[src/rtl/chunk_sequencer.sv]
// Tile address walker: visits every CHUNK_SIZE x CHUNK_SIZE tile of the matrix in row-major
// tile order and presents each tile's top-left byte address over a valid/ready handshake.
module chunk_sequencer #(
    parameter int DATA_WIDTH = 32,
    parameter int ARR_SIZE   = 8,
    parameter int ADDR_WIDTH = 8,
    parameter int CHUNK_SIZE = 2,
    localparam int NC        = ARR_SIZE / CHUNK_SIZE,
    localparam int CW        = (NC > 1) ? $clog2(NC) : 1
) (
    input  logic                  clk,
    input  logic                  rst,
    input  logic                  start,
    input  logic                  abort,
    input  logic [ADDR_WIDTH-1:0] base_addr,
    input  logic                  chunk_ready,
    output logic                  chunk_valid,
    output logic [ADDR_WIDTH-1:0] chunk_addr,
    output logic [CW-1:0]         chunk_row,
    output logic [CW-1:0]         chunk_col,
    output logic                  chunk_last,
    output logic                  busy,
    output logic                  done
);

    localparam int COL_STEP_INT = CHUNK_SIZE * (DATA_WIDTH / 8);
    localparam int ROW_STEP_INT = CHUNK_SIZE * ARR_SIZE * (DATA_WIDTH / 8);
    localparam logic [ADDR_WIDTH-1:0] COL_STEP      = ADDR_WIDTH'(COL_STEP_INT);
    // Moving to the next tile row also rewinds the column steps taken along the previous row.
    localparam logic [ADDR_WIDTH-1:0] ROW_WRAP_STEP = ADDR_WIDTH'(ROW_STEP_INT - (NC - 1) * COL_STEP_INT);
    localparam logic [CW-1:0]         LAST_IDX      = CW'(NC - 1);

    typedef enum logic [1:0] {
        IDLE  = 2'd0,
        ISSUE = 2'd1,
        DONE  = 2'd2
    } state_t;

    state_t                  state_reg, state_next;
    logic [ADDR_WIDTH-1:0]   addr_reg, addr_next;
    logic [CW-1:0]           row_reg, row_next;
    logic [CW-1:0]           col_reg, col_next;
    logic                    last_reg, last_next;

    always_ff @(posedge clk or posedge rst) begin
        if (rst) begin
            state_reg <= IDLE;
            addr_reg  <= '0;
            row_reg   <= '0;
            col_reg   <= '0;
            last_reg  <= 1'b0;
        end else begin
            state_reg <= state_next;
            addr_reg  <= addr_next;
            row_reg   <= row_next;
            col_reg   <= col_next;
            last_reg  <= last_next;
        end
    end

    always_comb begin
        state_next = state_reg;
        addr_next  = addr_reg;
        row_next   = row_reg;
        col_next   = col_reg;
        last_next  = last_reg;
        case (state_reg)
            IDLE: begin
                if (start) begin
                    state_next = ISSUE;
                    addr_next  = base_addr;
                    row_next   = '0;
                    col_next   = '0;
                    last_next  = (NC == 1);
                end
            end
            ISSUE: begin
                if (abort || (chunk_ready && last_reg)) begin
                    // Payload returns to zero so the outputs are quiet outside ISSUE.
                    state_next = abort ? IDLE : DONE;
                    addr_next  = '0;
                    row_next   = '0;
                    col_next   = '0;
                    last_next  = 1'b0;
                end else if (chunk_ready) begin
                    if (col_reg == LAST_IDX) begin
                        col_next  = '0;
                        row_next  = row_reg + CW'(1);
                        addr_next = addr_reg + ROW_WRAP_STEP;
                    end else begin
                        col_next  = col_reg + CW'(1);
                        addr_next = addr_reg + COL_STEP;
                    end
                    last_next = (row_next == LAST_IDX) && (col_next == LAST_IDX);
                end
            end
            DONE: begin
                state_next = IDLE;
            end
            default: begin
                state_next = IDLE;
            end
        endcase
    end

    assign chunk_valid = (state_reg == ISSUE);
    assign chunk_addr  = addr_reg;
    assign chunk_row   = row_reg;
    assign chunk_col   = col_reg;
    assign chunk_last  = last_reg;
    assign busy        = (state_reg != IDLE);
    assign done        = (state_reg == DONE);

endmodule

[config.mk]
export PLATFORM = sky130hd
export DESIGN_NAME = chunk_sequencer
export DESIGN_NICKNAME = d
export VERILOG_FILES = /design/src/rtl/chunk_sequencer.sv
export SDC_FILE = /design/constraint.sdc
export NUM_CORES = 1
export LEC_CHECK = 0
export BUFFER_PORTS_ARGS = -buffer_cell sky130_fd_sc_hd__buf_2
export CAP_MARGIN = 20
export CORE_AREA = 2 2 50 52
export DETAILED_ROUTE_END_ITERATION = 6
export DIE_AREA = 0 0 52 54
export PLACE_DENSITY_LB_ADDON = 0.2
export SLEW_MARGIN = 30
export SYNTH_ARGS = -nofsm -noshare
export SYNTH_HDL_FRONTEND = slang
export SYNTH_SLANG_ARGS = --single-unit
[constraint.sdc]
create_clock -name clk -period 2.3 [get_ports clk]
set_input_delay 0.46 -clock clk [delete_from_list [all_inputs] [get_ports clk]]
set_output_delay 0.46 -clock clk [all_outputs]
set_load 0.1 [all_outputs]
==> run_results.csv, run 1 <==
group,metric,value,unit
die,core,0.00232,mm2
cts,clk_pin_slew,0.10,ns
critical_path,startpoint,"state_reg[1]",
critical_path,ff2ff_path_depth,4,
critical_path,endpoint_kind,"output port",
logic_synthesis,avgSynthCellArea,9.73,um2
critical_path,critical_path.endpoint,"chunk_valid",
final_layout,largest_reg_flops,8,
logic_synthesis,synth_area_leaders,"dfrtp_1 44%, ha_1 5.8%, nand2_1 4.4%",
cts,cts_buffer_depth,2,
cts,cts_setup_buffers,0,
timing,fin_crit,1.89,ns
detailed_routing,wl_per_cell,12.8,um
timing,hold_violations,0,
detailed_routing,via_per_inst,5.07,
grt,grt_pass1_wl,3170,um
critical_path,rrSetupSlack,0.48,ns
die,die_w,52,um
detailed_routing,drc,0,
timing,fin_tns_setup,0,ns
detailed_routing,drtIter0Drc,7,
power_and_ir_drop,power,0.00104,W
grt,grt_overflow,0,
die,die_area,0.00281,mm2
final_layout,diodes,0,
logic_synthesis,synth_top_flop_cell,"dfrtp_1",
logic_synthesis,synth-seq-cells,15,
job,drv_cap,0,
grt,use_met2,25.9,%
logic_synthesis,synth-edff-count,0,
critical_path,cp_num_cells,3,
timing,relSlewSlack,60.8,%
place,place_ws,0.451,ns
detailed_routing,via_count,761,
grt,grt.total_usage,15.9,%
hold_path,hp-class,"input port to asynchronous set/reset pin",
timing,finalMaxSlewViolations,0,
detailed_routing,ant_nets,0,
logic_synthesis,syn_area,856,um2
grt,grtUsageMet3,3.33,%
grt,grt_antenna_before_repair,0,
die,dieHeight,54,um
logic_synthesis,synthCells,88,
critical_path,r2r_start,"state_reg[0]",
detailed_routing,wirelength,1920,um
timing,worst_slack,0.413,ns
timing,skew,0.0102,ns
power_and_ir_drop,vdd_drop_max,0.542,mV
die,rows,18,
logic_synthesis,ys_types,36,
logic_synthesis,synth_nets,105,
logic_synthesis,synth-async-reset-ratio,100,%
cts,cts_buffers,3,
die,io-pin-count,29,
place,port-buffer-count,28,
power_and_ir_drop,power.leakage,0.549,nW
grt,grt_use_met1,20.6,%
logic_synthesis,seq_area_frac_synth,43.9,%
logic_synthesis,yosysTopAreaCell,"dfrtp_1",
critical_path,critPathBufInv,2,
critical_path,cp_cell_sequence,"nand2b_4 -> inv_1 -> buf_2",
critical_path,critical_path_class,"register to output port",
grt,busiest_layer,"met2",
logic_synthesis,yosysTopAreaCellShare,43.9,%
run_status,status,"finished, final reports clean",
cts,insertion_delay,0.29,ns
final_layout,fillers,238,
critical_path,arrival,1.43,ns
detailed_routing,drtPass1Iterations,4,
critical_path,slowest_stage,"dfrtp_1",
cts,ctsHoldBuffers,0,
critical_path,crit_family,"buffers and inverters",
critical_path,critPathLaunchType,"register",
cts,clockRootBuffer,"clkbuf_4",
timing,fin_crit_sh,82.0,%
grt,grt_max_degree,16,
critical_path,crit_fanout,11,
power_and_ir_drop,power.density,977,mW/mm2
timing,worst_pin_slew,0.587,ns
place,dp_hpwl,1420,um
grt,first_global_vias,680,
timing,rsz0062_at_grt,"false",
die,initial_utilization,36.9,%
critical_path,r2r-end,"chunk_row[1]",
final_layout,drive_gt1_share,32.5,%
timing,setup_violations,0,
cts,clock-sinks,15,
place,place_congestion,0.698,
cts,cts_resized,0,
cts,cts_tree,"done",
cts,cts.htree.levels,1,
final_layout,syn2layout_area_growth,23.8,%
timing,fmax,530,MHz
logic_synthesis,yosys_warnings,0,
final_layout,layout.nets,138,
critical_path,slowest_delay,0.44,ns
critical_path,crit_required,1.84,ns
[worst min-delay path by stage]
stage,from,to,cells after the start
final,rst,chunk_addr[1],2
after global routing,rst,chunk_addr[2],2
after floorplan,rst,chunk_addr[0],1
after detailed placement,chunk_addr[0],chunk_addr[0],2
after global placement,chunk_addr[0],chunk_addr[0],2
after CTS,rst,chunk_addr[1],2
[metal layers]
metal / vias to the layer above / share of wire [%]
met3: 2 / 4.6
li1: 383 / -
met2: 16 / 48
met4: 0 / 0.78
met1: 360 / 47
met5: - / 0
[cell usage in the layout (no fill, tap or decap), types with 2 or more instances in the layout]
| cell type | Yosys | layout |
|---|---|---|
| buf_2 | 1 | 28 |
| dfrtp_1 | 15 | 15 |
| nand2_1 | 10 | 10 |
| o21ai_1 | 7 | 7 |
| inv_1 | 6 | 6 |
| nand3_1 | 4 | 4 |
| a21oi_1 | 4 | 4 |
| ha_1 | 4 | 4 |
| nor2_1 | 3 | 3 |
| o2bb2ai_1 | 3 | 3 |
| o31ai_1 | 3 | 3 |
| clkbuf_4 | 0 | 3 |
| nor3b_1 | 2 | 2 |
| or3_1 | 2 | 2 |
| xor2_1 | 2 | 2 |
| buf_4 | 0 | 2 |
[layout make-up]
class                           count  area [um2]  area share, %
Multi-Input combinational cell     65         442           41.7
Tap cell                           30        37.5           3.54
Clock buffer                        3        22.5           2.13
Timing Repair Buffer               30         155           14.6
Sequential cell                    15         375           35.4
Inverter                            6        22.5           2.13
Clock inverter                      1        5.00          0.472
[kinds of logic (layout without fill, tap and decap cells)]
| kind of cell | Yosys count | in the layout | synth area share [%] |
|---|---|---|---|
| simple gates | 31 | 31 | 20.3 |
| compound gates | 26 | 26 | 21.2 |
| flops | 15 | 15 | 43.9 |
| buf+inv | 8 | 40 | 4.53 |
| fa+ha+maj | 4 | 4 | 5.85 |
| xor+xnor | 3 | 3 | 3.07 |
| mux | 1 | 1 | 1.17 |
[synth_stat cells, drive strengths merged, types with 3 or more instances]
| library cell | instances |
|---|---|
| dfrtp | 15 |
| nand2 | 11 |
| o21ai | 8 |
| inv | 6 |
| a21oi | 4 |
| ha | 4 |
| nand3 | 4 |
| nor2 | 3 |
| o2bb2ai | 3 |
| o31ai | 3 |
[through the flow]
| stage | hold WS, ns | cell area [um2] | cells | utilization (%) |
|---|---|---|---|---|
| finish | 0.209 | 1060 | 150 | 45.7 |
| global route | 0.258 | 1060 | 150 | 45.7 |
| CTS | 0.233 | 1060 | 150 | 45.7 |
| detailed placement | 0.464 | 1030 | 146 | 44.5 |
| global placement | 0.458 | 1030 | 146 | 44.5 |
| floorplan | 0.361 | 856 | 88 | - |
[where the power goes]
group          switching, W  internal, W
logic              0.000432     0.000102
registers         0.0000416     0.000303
clock network     0.0000919    0.0000646
[worst reg2reg max path: stages (launching register included)]
cell	delay (ns)
dfrtp_1	0.46
nor3b_1	0.18
or3_1	0.56
or3_1	0.43
mux2i_1	0.12
Note: power is estimated with default switching activity, not from simulation.
==> run 2, diff against run 1 <==
--- a/config.mk
+++ b/config.mk
@@ -5,11 +5,12 @@
 export SDC_FILE = /design/constraint.sdc
 export NUM_CORES = 1
 export LEC_CHECK = 0
+export ABC_AREA = 1
 export BUFFER_PORTS_ARGS = -buffer_cell sky130_fd_sc_hd__buf_2
 export CAP_MARGIN = 20
-export CORE_AREA = 2 2 50 52
+export CORE_AREA = 2 2 51 53
 export DETAILED_ROUTE_END_ITERATION = 6
-export DIE_AREA = 0 0 52 54
+export DIE_AREA = 0 0 53 55
 export PLACE_DENSITY_LB_ADDON = 0.2
 export SLEW_MARGIN = 30
 export SYNTH_ARGS = -nofsm -noshare
==> constraint.sdc (replaced) <==
create_clock -name clk -period 1.6 [get_ports clk]
set_input_delay 0.32 -clock clk [delete_from_list [all_inputs] [get_ports clk]]
set_output_delay 0.32 -clock clk [all_outputs]
set_load 0.1 [all_outputs]
==> run 2 against run 1 <==
Net effect: sequential share of layout area down 1.8 points; setup slack worse by 0.37 ns; die area up 3.8%; synthesized cell count up 20%; cell count up 12%; first-iteration DRC count up 29%.
==> run_results.csv, run 2 <==
group,metric,value,unit
run_status,status,"finished, final reports clean",
cts,cts_tree,"done",
die,die_area,0.00292,mm2
timing,fmax,644,MHz
place,dp_hpwl,1450,um
final_layout,layout.nets,156,
logic_synthesis,ys_types,27,
timing,fin_crit,1.55,ns
logic_synthesis,synth_top_flop_cell,"dfrtp_1",
cts,clock-sinks,15,
critical_path,r2r-end,"chunk_last",
timing,relSlewSlack,61.3,%
timing,hold_violations,0,
critical_path,startpoint,"state_reg[0]",
critical_path,slowest_stage,"dfrtp_1",
place,placed_cells,164,
final_layout,final_common_cell,"buf_2",
critical_path,slowest_delay,0.42,ns
logic_synthesis,synth_area_leaders,"dfrtp_1 41%, nand2_1 9.1%, ha_1 5.5%",
detailed_routing,drtIter0Drc,9,
critical_path,crit_family,"flip-flops",
die,dieHeight,55,um
final_layout,largest_reg_flops,8,
logic_synthesis,yosys.cell_count.top_type,"nand2_1",
detailed_routing,via_per_inst,4.82,
cts,ctsHoldBuffers,0,
critical_path,ff2ff_path_depth,8,
logic_synthesis,avgSynthCellArea,8.59,um2
final_layout,fillers,257,
detailed_routing,drc,0,
place,placed_cell_area,0.00111,mm2
final_layout,drive_gt1_share,40.6,%
logic_synthesis,synth-seq-cells,15,
grt,grt_overflow,0,
logic_synthesis,synthAdderAreaFrac,5.49,%
cts,clk_pin_slew,0.09,ns
timing,finalMaxSlewViolations,0,
cts,cts_buffers,3,
final_layout,syn2layout_area_growth,24.9,%
cts,cts_setup_buffers,0,
die,initial_utilization,38.5,%
detailed_routing,ant_nets,0,
grt,first_global_vias,775,
critical_path,cp_num_cells,2,
logic_synthesis,synth_compound_area_share,13.6,%
timing,skew,0.00343,ns
die,io-pin-count,29,
timing,worst_pin_slew,0.580,ns
final_layout,final_area,0.00114,mm2
logic_synthesis,synthCells,106,
critical_path,r2r_start,"state_reg[1]",
grt,grt_pass1_wl,3370,um
critical_path,critical_path_class,"register to output port",
logic_synthesis,synth_common_cells,"22 x nand2_1, 15 x dfrtp_1, 10 x nand3_1",
logic_synthesis,yosysTopAreaCell,"dfrtp_1",
critical_path,arrival,1.23,ns
logic_synthesis,synth_simple_gate_area_share,30.2,%
timing,rsz0062_at_grt,"false",
place,place_congestion,0.752,
logic_synthesis,muxShareOfSynthArea,0,%
logic_synthesis,synthXorXnorAreaFrac,0.962,%
cts,insertion_delay,0.27,ns
critical_path,cp_cell_sequence,"nor2_2 -> buf_2",
cts,cts.htree.levels,1,
hold_path,hp-class,"input port to asynchronous set/reset pin",
detailed_routing,via_count,809,
detailed_routing,wl_per_cell,11.4,um
cts,cts_buffer_depth,2,
timing,fin_tns_setup,0,ns
logic_synthesis,synth_top_family_by_area,"simple AND/OR/NAND/NOR gates",
detailed_routing,drtPass1Iterations,4,
critical_path,critical_path.endpoint,"done",
logic_synthesis,yosysTopAreaCellShare,41.2,%
final_layout,final_cell_mix,"26 x buf_2, 21 x nand2_1, 10 x nand3_1",
final_layout,instances_no_fill,168,
job,drv_cap,0,
critical_path,crit_fanout,3,
critical_path,rrSetupSlack,0.23,ns
logic_synthesis,syn_area,911,um2
logic_synthesis,seq_area_frac_synth,41.2,%
critical_path,crit_required,1.28,ns
grt,grt_max_degree,18,
logic_synthesis,synth-edff-count,0,
critical_path,critPathBufInv,1,
detailed_routing,wirelength,1920,um
final_layout,diodes,0,
logic_synthesis,yosys_warnings,0,
grt,grt_antenna_before_repair,0,
logic_synthesis,synth-async-reset-ratio,100,%
grt,grt.total_usage,16.0,%
critical_path,endpoint_kind,"output port",
die,core,0.00236,mm2
timing,fin_crit_sh,97.0,%
die,rows,18,
logic_synthesis,synth_nets,123,
timing,setup_violations,0,
place,port-buffer-count,28,
die,die_w,53,um
critical_path,critPathLaunchType,"register",
cts,clockRootBuffer,"clkbuf_4",
## run 2: layout make-up
type,count,area (um2),share of cell area (%)
multi-input cells,77,463,40.7
flip-flops and latches,15,383,33.7
repair buffers,30,173,15.2
inverters,12,55.1,4.84
well taps,30,37.5,3.30
clock buffers,4,26.3,2.31
## run 2: worst min path at each step
stage / startpoint / endpoint / slack [ns]
6_report: rst / chunk_row[1] / 0.09
3_3_place_gp: rst / chunk_row[0] / 0.41
4_1_cts: rst / state_reg[1] / 0.11
3_5_place_dp: rst / chunk_row[1] / 0.41
5_1_grt: rst / state_reg[1] / 0.13
2_1_floorplan: rst / chunk_addr[0] / 0.22
## run 2: repair_timing
action,CTS,global route
resized for setup,0,2
endpoints found under the hold margin,0,0
endpoints found under the setup margin,0,2
## run 2: cell families (layout without fill, tap and decap cells)
family / count (synthesis) / after routing
adders and majority gates: 4 / 4
and+or+nand+nor: 53 / 53
DFF: 15 / 15
buffers and inverters: 14 / 46
AOI/OAI and AO/OA: 19 / 19
xor gates and xnor gates: 1 / 1
## run 2: per-layer routing
| metal | global-route usage [%] | vias to the layer above | routed length, um |
|---|---|---|---|
| met1 | 21.7 | 369 | 856 |
| met2 | 25.4 | 19 | 955 |
| met4 | 6.41 | 0 | 20 |
| li1 | - | 419 | - |
| met5 | 0 | - | 0 |
| met3 | 2.96 | 2 | 89 |
## run 2: per-stage QoR
stage                     utilization (%)  hold WS, ns  setup WS (ns)
final                                48.1       0.0879         0.0480
after global routing                 48.1        0.133        0.00272
after CTS                            47.9        0.107         0.0255
after detailed placement             46.8        0.413          0.177
after global placement               46.8        0.406          0.212
after floorplan                         -        0.221         0.0243
Power of run 2 is not shown: default switching activity piles up to over one toggle a cycle in this logic, so the estimate is an artifact.
